--- src/rtl/usr_pkg.sv ---
// Shared definitions for the universal shift register: operating mode encodings
// and counter width helper.
package usr_pkg;

  typedef enum logic [1:0] {
    HOLD = 2'b00,
    SHR  = 2'b01,
    SHL  = 2'b10,
    LOAD = 2'b11
  } usr_mode_e;

  function automatic int usr_cnt_w(input int width);
    return $clog2(width + 1);
  endfunction

endpackage

--- src/rtl/usr_count_sat.sv ---
// Saturating shift counter: counts shifts since the last load, sticking at WIDTH,
// and flags "drained" when the whole register contents have been shifted out.
module usr_count_sat
  import usr_pkg::*;
#(
  parameter int WIDTH = 4,
  parameter int CNT_W = usr_cnt_w(WIDTH)
) (
  input  logic             clk_i,
  input  logic             rst_n_i,
  input  logic             clr_i,
  input  logic             inc_i,
  output logic [CNT_W-1:0] count_o,
  output logic             drained_o
);

  localparam logic [CNT_W-1:0] CntMax = CNT_W'(WIDTH);

  logic [CNT_W-1:0] count_d, count_q;

  always_comb begin
    count_d = count_q;
    if (clr_i) begin
      count_d = '0;
    end else if (inc_i && (count_q != CntMax)) begin
      count_d = count_q + CNT_W'(1);
    end
  end

  always_ff @(posedge clk_i or negedge rst_n_i) begin
    if (!rst_n_i) begin
      count_q <= '0;
    end else begin
      count_q <= count_d;
    end
  end

  assign count_o   = count_q;
  assign drained_o = (count_q == CntMax);

endmodule

--- src/rtl/universal_shift_register.sv ---
// Universal shift register: hold, shift right/left with serial fill, parallel load.
// Define USR_ROTATE_EN to add input_rotate, which recirculates the outgoing bit.
module universal_shift_register
  import usr_pkg::*;
#(
  parameter int               WIDTH       = 4,
  parameter logic [WIDTH-1:0] RESET_VALUE = '0
) (
  input  logic                         input_clock,
  input  logic                         input_reset_n,
  input  logic                         input_enable,
  input  logic [1:0]                   input_mode,
  input  logic                         input_serial_msb,
  input  logic                         input_serial_lsb,
`ifdef USR_ROTATE_EN
  input  logic                         input_rotate,
`endif
  input  logic [WIDTH-1:0]             input_data,
  output logic [WIDTH-1:0]             output_q,
  output logic                         output_shift_out,
  output logic [usr_cnt_w(WIDTH)-1:0]  output_count,
  output logic                         output_drained
);

  usr_mode_e        mode;
  logic [WIDTH-1:0] q_q;
  logic             shift_out_q;
  logic             msb_in, lsb_in;
  logic             shift_en, load_en;

  assign mode = usr_mode_e'(input_mode);

`ifdef USR_ROTATE_EN
  // Rotating feeds each end with the bit leaving the opposite end.
  assign msb_in = input_rotate ? q_q[0]       : input_serial_msb;
  assign lsb_in = input_rotate ? q_q[WIDTH-1] : input_serial_lsb;
`else
  assign msb_in = input_serial_msb;
  assign lsb_in = input_serial_lsb;
`endif

  assign shift_en = input_enable && ((mode == SHR) || (mode == SHL));
  assign load_en  = input_enable && (mode == LOAD);

  always_ff @(posedge input_clock or negedge input_reset_n) begin
    if (!input_reset_n) begin
      q_q         <= RESET_VALUE;
      shift_out_q <= 1'b0;
    end else if (input_enable) begin
      case (mode)
        SHR: begin
          q_q         <= {msb_in, q_q[WIDTH-1:1]};
          shift_out_q <= q_q[0];
        end
        SHL: begin
          q_q         <= {q_q[WIDTH-2:0], lsb_in};
          shift_out_q <= q_q[WIDTH-1];
        end
        LOAD: begin
          q_q         <= input_data;
          shift_out_q <= 1'b0;
        end
        default: ;
      endcase
    end
  end

  usr_count_sat #(
    .WIDTH(WIDTH)
  ) u_count (
    .clk_i     (input_clock),
    .rst_n_i   (input_reset_n),
    .clr_i     (load_en),
    .inc_i     (shift_en),
    .count_o   (output_count),
    .drained_o (output_drained)
  );

  assign output_q         = q_q;
  assign output_shift_out = shift_out_q;

endmodule
--- config.mk ---
export PLATFORM = sky130hd
export DESIGN_NAME = universal_shift_register
export DESIGN_NICKNAME = d
export VERILOG_FILES = /design/src/rtl/usr_pkg.sv /design/src/rtl/usr_count_sat.sv /design/src/rtl/universal_shift_register.sv
export SDC_FILE = /design/constraint.sdc
export NUM_CORES = 1
export LEC_CHECK = 0
export CAP_MARGIN = 0
export CORE_MARGIN = 2
export CORE_UTILIZATION = 35
export DETAILED_ROUTE_END_ITERATION = 8
export DONT_BUFFER_PORTS = 1
export GPL_ROUTABILITY_DRIVEN = 0
export HOLD_SLACK_MARGIN = 0.02
export PLACE_DENSITY = 0.45
export SYNTH_ARGS = -nofsm -noshare
export SYNTH_HDL_FRONTEND = slang
export SYNTH_SLANG_ARGS = --single-unit
--- constraint.sdc ---
create_clock -name input_clock -period 1.55 [get_ports input_clock]
set_input_delay 0.155 -clock input_clock [delete_from_list [all_inputs] [get_ports input_clock]]
set_output_delay 0.155 -clock input_clock [all_outputs]
set_load 0.02 [all_outputs]
Yosys cells after proc, flatten, opt, wreduce, memory -nomap -nowiden:

Index checks and enable logic that the tools add are counted.

* multipliers: 0
* add/sub/neg operators: 1
* shifts and indexed selects: 0
* bitwise gates (word level): 0
* order comparisons: 0
* div/mod/pow operators: 0
* equality and inequality tests: 5
* mux-type cells: 4
* reductions and logical operators: 7

Operator list (number)
* 4-bit case mux with 3 select lines: 1
* 3-bit two-way mux: 2
* 2-bit equality test (second input constant): 2
* 3-bit by 1-bit adder with 3-bit output (second input constant): 1
* 3-bit equality test (second input constant): 1
* 1-bit logical AND: 3
* 3-bit inequality test (second input constant): 1
* 1-bit case mux with 3 select lines: 1
* 3-bit nonzero test: 1
* 2-bit by 1-bit equality test with 1-bit output (second input constant): 1
* 2-bit AND reduction: 1
* 2-bit nonzero test: 1
* 1-bit logical OR: 1

* memories: 0
* ROM bits: 0
* bits in latches: 0
* bits in registers: 8
* memory bits (writable): 0
* output and inout port bits: 9

Depth between registers and ports, before layout:

Gate-level depths: netlist of the first run.

* depth in word-level cells: 6
* gate-level depth with buffers: 6
* mapped depth without buffers: 5

By module:

From an unflattened synthesis of the first run, not the netlist that was laid out.

* cells, all modules: 53
* area total of the unflattened synthesis: 508.0 um2

By module, submodules not included
* universal_shift_register: area each 310.3 um2, cells each 35, instances 1, sequential area each 125.1 um2
* usr_count_sat: area each 197.7 um2, cells each 18, instances 1, sequential area each 75.1 um2

Worst setup path after synthesis of the first run:

No wires, ideal clock.

* kind: input to register
* start: in u_count.count_o[0]
* end: reg u_count.count_q[0] (netlist: u_count.count_o[0])
* arrival: 1287 ps
* buffers on the path: 0
* path slack: 199 ps
* stages on the path: 6
* path through: dfrtp_1 > inv_1 > ha_1 > a21bo_1 > nor4b_2 > a21o_1

* longest elaborated chain between the ends: 3
* elaborated cells between the ends (all ways): 6
* classes of those cells: 1 x add/sub; 1 x eq/ne; 2 x mux; 2 x reduce/logical

Ends and longest elaborated chain
* start, declared: line usr_count_sat.sv:13 `output logic [CNT_W-1:0] count_o,`
* 3-bit by 1-bit adder with 3-bit output / 3-bit inequality test (equally long branches): line usr_count_sat.sv:26, usr_count_sat.sv:25
* 3-bit two-way mux / 1-bit logical AND (equally long branches): line usr_count_sat.sv:25 `end else if (inc_i && (count_q != CntMax)) begin`
* 3-bit two-way mux / 2-bit nonzero test (equally long branches)
* end signal, assigned: line usr_count_sat.sv:34 `count_q <= count_d;`
* end, declared: line usr_count_sat.sv:19 `logic [CNT_W-1:0] count_d, count_q;`

Several ways; a longest one is shown, not always the timed one. The select of a mux whose other input is x is not followed.
A chain may end at the register's enable or synchronous reset.

Worst setup path in the final report of the first run:

* start: in u_count.count_o[1]
* end: out output_drained

* longest elaborated chain between the ends: 1

Ends and longest elaborated chain
* 3-bit equality test: line usr_count_sat.sv:39 `assign drained_o = (count_q == CntMax);`
* end, declared: line universal_shift_register.sv:22 `output logic output_drained`

No other way between the ends.

==> summary.txt, run 1 <==
Outcome
  • Status: completed

Routing
  • Number of DRC markers in iteration 0: 11
  • TritonRoute pass-1 iters: 4
  • Drc violations: 0
  • Routed vias: ~430
  • Drt wl/cell: between 10 and 15 µm
  • Via/cell ratio: 5.82
  • Routed WL: 1.03 mm
  • DRT antenna net count: 0

Setup path
  • Setup CP Type: reg -> out
  • Worst R2R Setup Slack: 0.32 ns
  • Slowest CP cell: dfrtp_1
  • CP startpoint kind: flop
  • Arr. time, crit path: 1.12 ns
  • CP Capture Type: output port
  • Worst Path Required: 1.39 ns
  • Biggest cell delay along the critical path: 0.37 ns
  • WP depth: 3
  • CP max FO: 4
  • R2R depth: 5
  • WP buf/inv: 1
  • CP cell instances: inv_1 -> ha_1 -> and2_1
  • Worst r2r dst: u_count.count_o[1]
  • Reg-to-Reg Start: u_count.count_o[0]
  • Top delay family on crit path: flip-flops

Floorplan
  • Row cnt: 13
  • Die H: 42.2 µm
  • Initial Utilization: a little under two fifths
  • IO Count: 20
  • Die X: 42.2 µm
  • Core outline area: 1330 µm²
  • DIE AREA: 1780 µm²

Clocking
  • CTS tree: yes
  • CTS sink cnt: 8
  • Reg clk slew, reported paths: 0.06 ns
  • Gates resized, CTS repair: 0
  • Root Buffer: clkbuf_4
  • Clock Tree Buf Depth: 2
  • Cts bufs inserted: 3
  • CTS HTree Levels: 1
  • Clk Latency, worst-skew pair: 0.26 ns

Layout
  • Layout cell share with drive strength beyond 1: 13.6%
  • Area Growth Syn to Fin: 12.0%
  • Commonest cells after routing, fill and taps aside: dfrtp_1, a21oi_1, nand2_1, o21ai_0
  • Final net count: 77
  • Diode count: 0
  • Commonest non-fill, non-tap cell in the layout: dfrtp_1
  • Fin area: roughly 570 µm²

Global routing
  • Vias in the first global route: 401
  • Total GRT Usage: 13.1%
  • GRT overflow: 0
  • Antenna violations before repair: 0
  • First-pass GRT wire length: 1.74 mm
  • Pin count of the biggest net entering global routing: 11

Place
  • PortBufs: 0
  • Placed Area: around 530 µm²
  • Pre-CTS setup slack: 0.313 ns

Timing
  • Max-slew headroom: 73.3%
  • Max-slew violation count: 0
  • Setup violators final: 0
  • Fin Setup TNS: 0 ns
  • Hold Violations, Final: 0
  • FMAX: 783 MHz
  • Fin Clk Skew: between 0.015 and 0.02 ns
  • Worst setup margin: 0.272 ns
  • Least-Margin Pin Slew: 0.400 ns
  • Final period utilization: 82.4%
  • Tmin final: 1.28 ns
  • RSZ-0062 raised after global routing: no

Min path
  • Hold_sp: input_enable
  • Hold Path Sink: u_count.count_o[2]
  • Min-Delay Path Class: in -> reg
  • Hold path depth: 2

Pwr
  • Power, Total: 747 µW
  • Sequential power share: 45.7%
  • Net switching power: 297 µW
  • P_int: 450 µW
  • Leakage: 0.000289 µW
  • Clock network power share: 21.6%
  • VDD IR-drop max: 0.626 mV
  • Power Density: 1310 nW/µm²
  • Gate power share: about a third
  • Sw frac: just under 40%

Synthesis
  • Mapped cell area: 510 µm²
  • Avg Inst Size Synth: 9.45 µm²
  • Post-Synthesis Cells: between 50 and 60
  • Register area share after synthesis: slightly below 40%
  • Count of cell types in the netlist: 20
  • Mapped Nets: 70
  • YS warnings: 0
  • Seq cells post-synth: 8

Job
  • Max-cap violation count: 0
[power by group through the flow]
stage | Sequential, µW | Combinational, µW | Clock, µW
2_1_floorplan | 368 | 145 | 0
3_3_place_gp | 344 | 221 | 0
3_5_place_dp | 346 | 237 | 0
4_1_cts | 342 | 246 | 168
5_1_grt | 350 | 275 | 186
6_report | 341 | 244 | 161
[routing by layer]
metal / part of all wire, % / up-vias / global-route usage [%]
li1: - / 205 / -
met1: 43 / 205 / 14.9
met2: 46 / 21 / 19.7
met3: 11 / 0 / 10.3
met4: 0 / 0 / 1.88
met5: 0 / - / 0
[stage by stage]
stage          cells  hold slack (ns)  utilization [%]
4_1_cts           74            0.117             42.9
6_report          74            0.115             42.9
3_5_place_dp      69           -0.140             39.7
2_1_floorplan     54           -0.141                -
5_1_grt           74            0.116             42.9
3_3_place_gp      69           -0.140             39.7
[worst max-delay path by stage]
stage / startpoint / end / slack [ns]
after floorplan: u_count.count_o[0] / u_count.count_o[0] / 0.20
after global placement: u_count.count_o[0] / u_count.count_o[2] / 0.37
after detailed placement: u_count.count_o[0] / u_count.count_o[1] / 0.31
after CTS: u_count.count_o[1] / output_drained / 0.25
after global routing: u_count.count_o[1] / output_drained / 0.16
final: u_count.count_o[1] / output_drained / 0.27
[logic make-up after synthesis]
kind of cell / after synthesis / share of synthesized area, %
adders and majority gates: 5 / 12.3
DFF: 8 / 39.2
buffers and inverters: 7 / 6.62
and+or+nand+nor: 12 / 13.5
AOI/OAI and AO/OA: 22 / 28.4
[cell usage after synthesis]
| cell | count | area [µm²] |
|---|---|---|
| a31oi_1 | 1 | 6.26 |
| o21ai_0 | 6 | 30.0 |
| nand2b_1 | 1 | 6.26 |
| a21bo_1 | 1 | 10.0 |
| nand2_1 | 6 | 22.5 |
| and2_1 | 1 | 6.26 |
| clkbuf_1 | 1 | 3.75 |
| a22o_1 | 4 | 35.0 |
| nor2_2 | 1 | 6.26 |
| a21o_1 | 2 | 15.0 |
| a41o_2 | 1 | 11.3 |
| nor3_1 | 1 | 5.00 |
| nor3b_1 | 1 | 7.51 |
| ha_1 | 5 | 62.6 |
| dfrtp_1 | 8 | 200 |
| inv_1 | 5 | 18.8 |
| a21oi_1 | 6 | 30.0 |
| a21boi_0 | 1 | 7.51 |
| nor4b_2 | 1 | 15.0 |
| buf_6 | 1 | 11.3 |
[sequential cells by signal, summed over array words and instances, names as in the netlist]
register and flops:
output_shift_out 1, u_count.count_o 3, output_q 4
[worst reg2reg max path, stage by stage, from the launching register on]
cell and delay (ns):
dfrtp_1 0.34, inv_1 0.05, ha_1 0.22, a21boi_0 0.18
o21ai_0 0.12, a21o_1 0.21
[timing repair]
item / 4_1_cts / 5_1_grt
hold buffers: 2 / 0
buffers inserted: 0 / 0
endpoints found under the hold margin: 9 / 0
[final cells by class]
class                           count  area, µm²
Timing Repair Buffer                4       35.0
Multi-Input combinational cell     39        277
Tap cell                           15       18.8
Clock buffer                        3       22.5
Inverter                            5       18.8
Sequential cell                     8        200
Fill cell                         132        762
Note: power is estimated with default switching activity, not from simulation.
==> run 2: changes to the inputs <==
--- a/config.mk
+++ b/config.mk
@@ -12,7 +12,7 @@
 export DONT_BUFFER_PORTS = 1
 export GPL_ROUTABILITY_DRIVEN = 0
 export HOLD_SLACK_MARGIN = 0.02
-export PLACE_DENSITY = 0.45
+export PLACE_DENSITY = 0.47
 export SYNTH_ARGS = -nofsm -noshare
 export SYNTH_HDL_FRONTEND = slang
 export SYNTH_SLANG_ARGS = --single-unit
==> constraint.sdc (replaced) <==
create_clock -name input_clock -period 1.1 [get_ports input_clock]
set_input_delay 0.11 -clock input_clock [delete_from_list [all_inputs] [get_ports input_clock]]
set_output_delay 0.11 -clock input_clock [all_outputs]
set_load 0.02 [all_outputs]
==> summary.txt, run 2 (synthesis results as in run 1) <==
Floorplan
  • IO Count: 20 (unchanged)
  • Row cnt: 13 (unchanged)
  • Initial Utilization: 38.3% (unchanged)
  • Die H: 42.2 µm (unchanged)
  • DIE AREA: 1780 µm² (unchanged)
  • Die X: 42.2 µm (unchanged)
  • Core outline area: 1330 µm² (unchanged)

Setup path
  • Reg-to-Reg Start: u_count.count_o[0]
  • Arr. time, crit path: 1.38 ns (+0.26 ns)
  • Setup CP Type: reg -> reg
  • CP max FO: 4 (unchanged)
  • Worst Path Required: 1.29 ns (-0.10 ns)
  • Worst r2r dst: u_count.count_o[0]
  • R2R depth: 5 (unchanged)
  • CP startpoint kind: flop
  • CP Capture Type: flop
  • Worst R2R Setup Slack: -0.09 ns (-0.41 ns)

Global routing
  • Vias in the first global route: 426 (+6.2%)
  • GRT overflow: 0 (unchanged)
  • Antenna violations before repair: 0 (unchanged)
  • First-pass GRT wire length: 2.02 mm (+16%)
  • Total GRT Usage: 14.3% (+1.2 points)
  • Pin count of the biggest net entering global routing: 11 (unchanged)

Clocking
  • Reg clk slew, reported paths: 0.06 ns (about the same)
  • Root Buffer: clkbuf_4
  • CTS tree: yes
  • Clock Tree Buf Depth: 2 (unchanged)
  • Clk Latency, worst-skew pair: 0.25 ns (about the same)
  • CTS HTree Levels: 1 (unchanged)
  • Cts bufs inserted: 3 (unchanged)
  • CTS sink cnt: 8 (unchanged)

Min path
  • Min-Delay Path Class: in -> reg
  • Hold_sp: input_enable
  • Hold Path Sink: u_count.count_o[2]
  • Hold path depth: 2 (unchanged)

Timing
  • Max-slew headroom: 72.5% (-0.85 points)
  • Max-slew violation count: 0 (unchanged)
  • Fin Clk Skew: 0.00490 ns (-0.0113 ns)
  • Hold Violations, Final: 0 (unchanged)
  • FMAX: around 840 MHz
  • RSZ-0062 raised after global routing: yes
  • Final period utilization: 108%
  • Tmin final: about 1.2 ns
  • Least-Margin Pin Slew: 0.411 ns (+0.0114 ns)
  • Worst setup margin: -0.0866 ns (-0.359 ns)
  • Setup violators final: 4 (+4)

Pwr
  • Power Density: 1900 nW/µm² (+45%)
  • VDD IR-drop max: 0.681 mV (+8.8%)
  • Leakage: 0.000325 µW (+12%)

Routing
  • DRT antenna net count: 0 (unchanged)
  • Drt wl/cell: 13.9 µm (-0.15%)
  • TritonRoute pass-1 iters: 4 (unchanged)
  • Routed WL: 1.14 mm (+11%)
  • Drc violations: 0 (unchanged)
  • Via/cell ratio: 5.52 (-5.1%)
  • Number of DRC markers in iteration 0: 9 (-2)
  • Routed vias: 453 (+5.1%)

Place
  • DP HPWL: slightly below 900 µm
  • Placed Area: 582 µm² (+9.9%)
  • PortBufs: 0 (unchanged)

Outcome
  • Status: finished with violations
  • Failing checks: setup timing

Layout
  • Diode count: 0 (unchanged)
  • Largest register FFs: 4 (unchanged)
  • Layout cell share with drive strength beyond 1: 35.8% (+22 points)
  • Area Growth Syn to Fin: 29.4%
  • Fin area: 661 µm² (+16%)
  • Final net count: 84 (+9.1%)
  • Commonest cells after routing, fill and taps aside: buf_4, nand2_1, dfrtp_1
  • Layout Utilization: 49.5% (+6.7 points)
  • Commonest non-fill, non-tap cell in the layout: buf_4

Job
  • Max-cap violation count: 0 (unchanged)
## run 2: cell types whose count changed in the layout (fill, tap and decap cells not counted), sizes merged
cell and change:
clkbuf +1, buf +7
## run 2: repair_timing
item                                    CTS  global route
endpoints found under the setup margin    4             4
gates cloned                              0             0
hold buffers                              2             0
setup buffers                             0             2
endpoints found under the hold margin     9             0
pin swaps                                 2             3
resized for setup                         3             3
## run 2: worst max path at each step
stage | startpoint | end | cells after the start
floorplan | u_count.count_o[0] | u_count.count_o[0] | 5
global placement | u_count.count_o[1] | u_count.count_o[0] | 5
detailed placement | u_count.count_o[0] | u_count.count_o[0] | 5
CTS | u_count.count_o[1] | output_drained | 3
global route | u_count.count_o[1] | u_count.count_o[0] | 5
finish | u_count.count_o[0] | u_count.count_o[0] | 5
## run 2: critical path, stage by stage, from the launching register on
cell and delay, ns:
dfrtp_2 0.39, inv_2 0.05, ha_4 0.16, a21bo_1 0.19, nor4b_2 0.21, a21o_1 0.11
## run 2: cell type report
class	count	area, µm²
fillers	138	673
multi-input cells	39	303
flip-flops and latches	8	203
repair buffers	11	91.3
clock buffers	4	26.3
inverters	5	18.8
well taps	15	18.8
## run 2: power breakdown
group	internal [µW]	total [µW]	switching (µW)
Sequential	368	453	85.6
Combinational	276	559	283
Clock	139	242	103
Total	783	1250	472
## run 2: per-stage QoR
| step | worst slack [ns] | setup TNS [ns] | hold WS, ns | instances | total power [µW] |
|---|---|---|---|---|---|
| 2_1_floorplan | -0.0921 | -0.132 | -0.186 | 54 | 766 |
| 3_3_place_gp | -0.0125 | -0.0125 | -0.185 | 74 | 907 |
| 3_5_place_dp | -0.0703 | -0.101 | -0.185 | 74 | 934 |
| 4_1_cts | -0.0976 | -0.233 | 0.0551 | 80 | 1210 |
| 5_1_grt | -0.139 | -0.489 | 0.0686 | 82 | 1350 |
| 6_report | -0.0866 | -0.255 | 0.0762 | 82 | 1250 |
## run 2: metal layers
| layer | vias up | global-route usage (%) | wire (µm) |
|---|---|---|---|
| met5 | - | 0 | 0 |
| met4 | 0 | 1.88 | 0 |
| met3 | 0 | 5.60 | 76 |
| met2 | 16 | 21.5 | 550 |
| met1 | 219 | 19.9 | 516 |
| li1 | 218 | - | - |
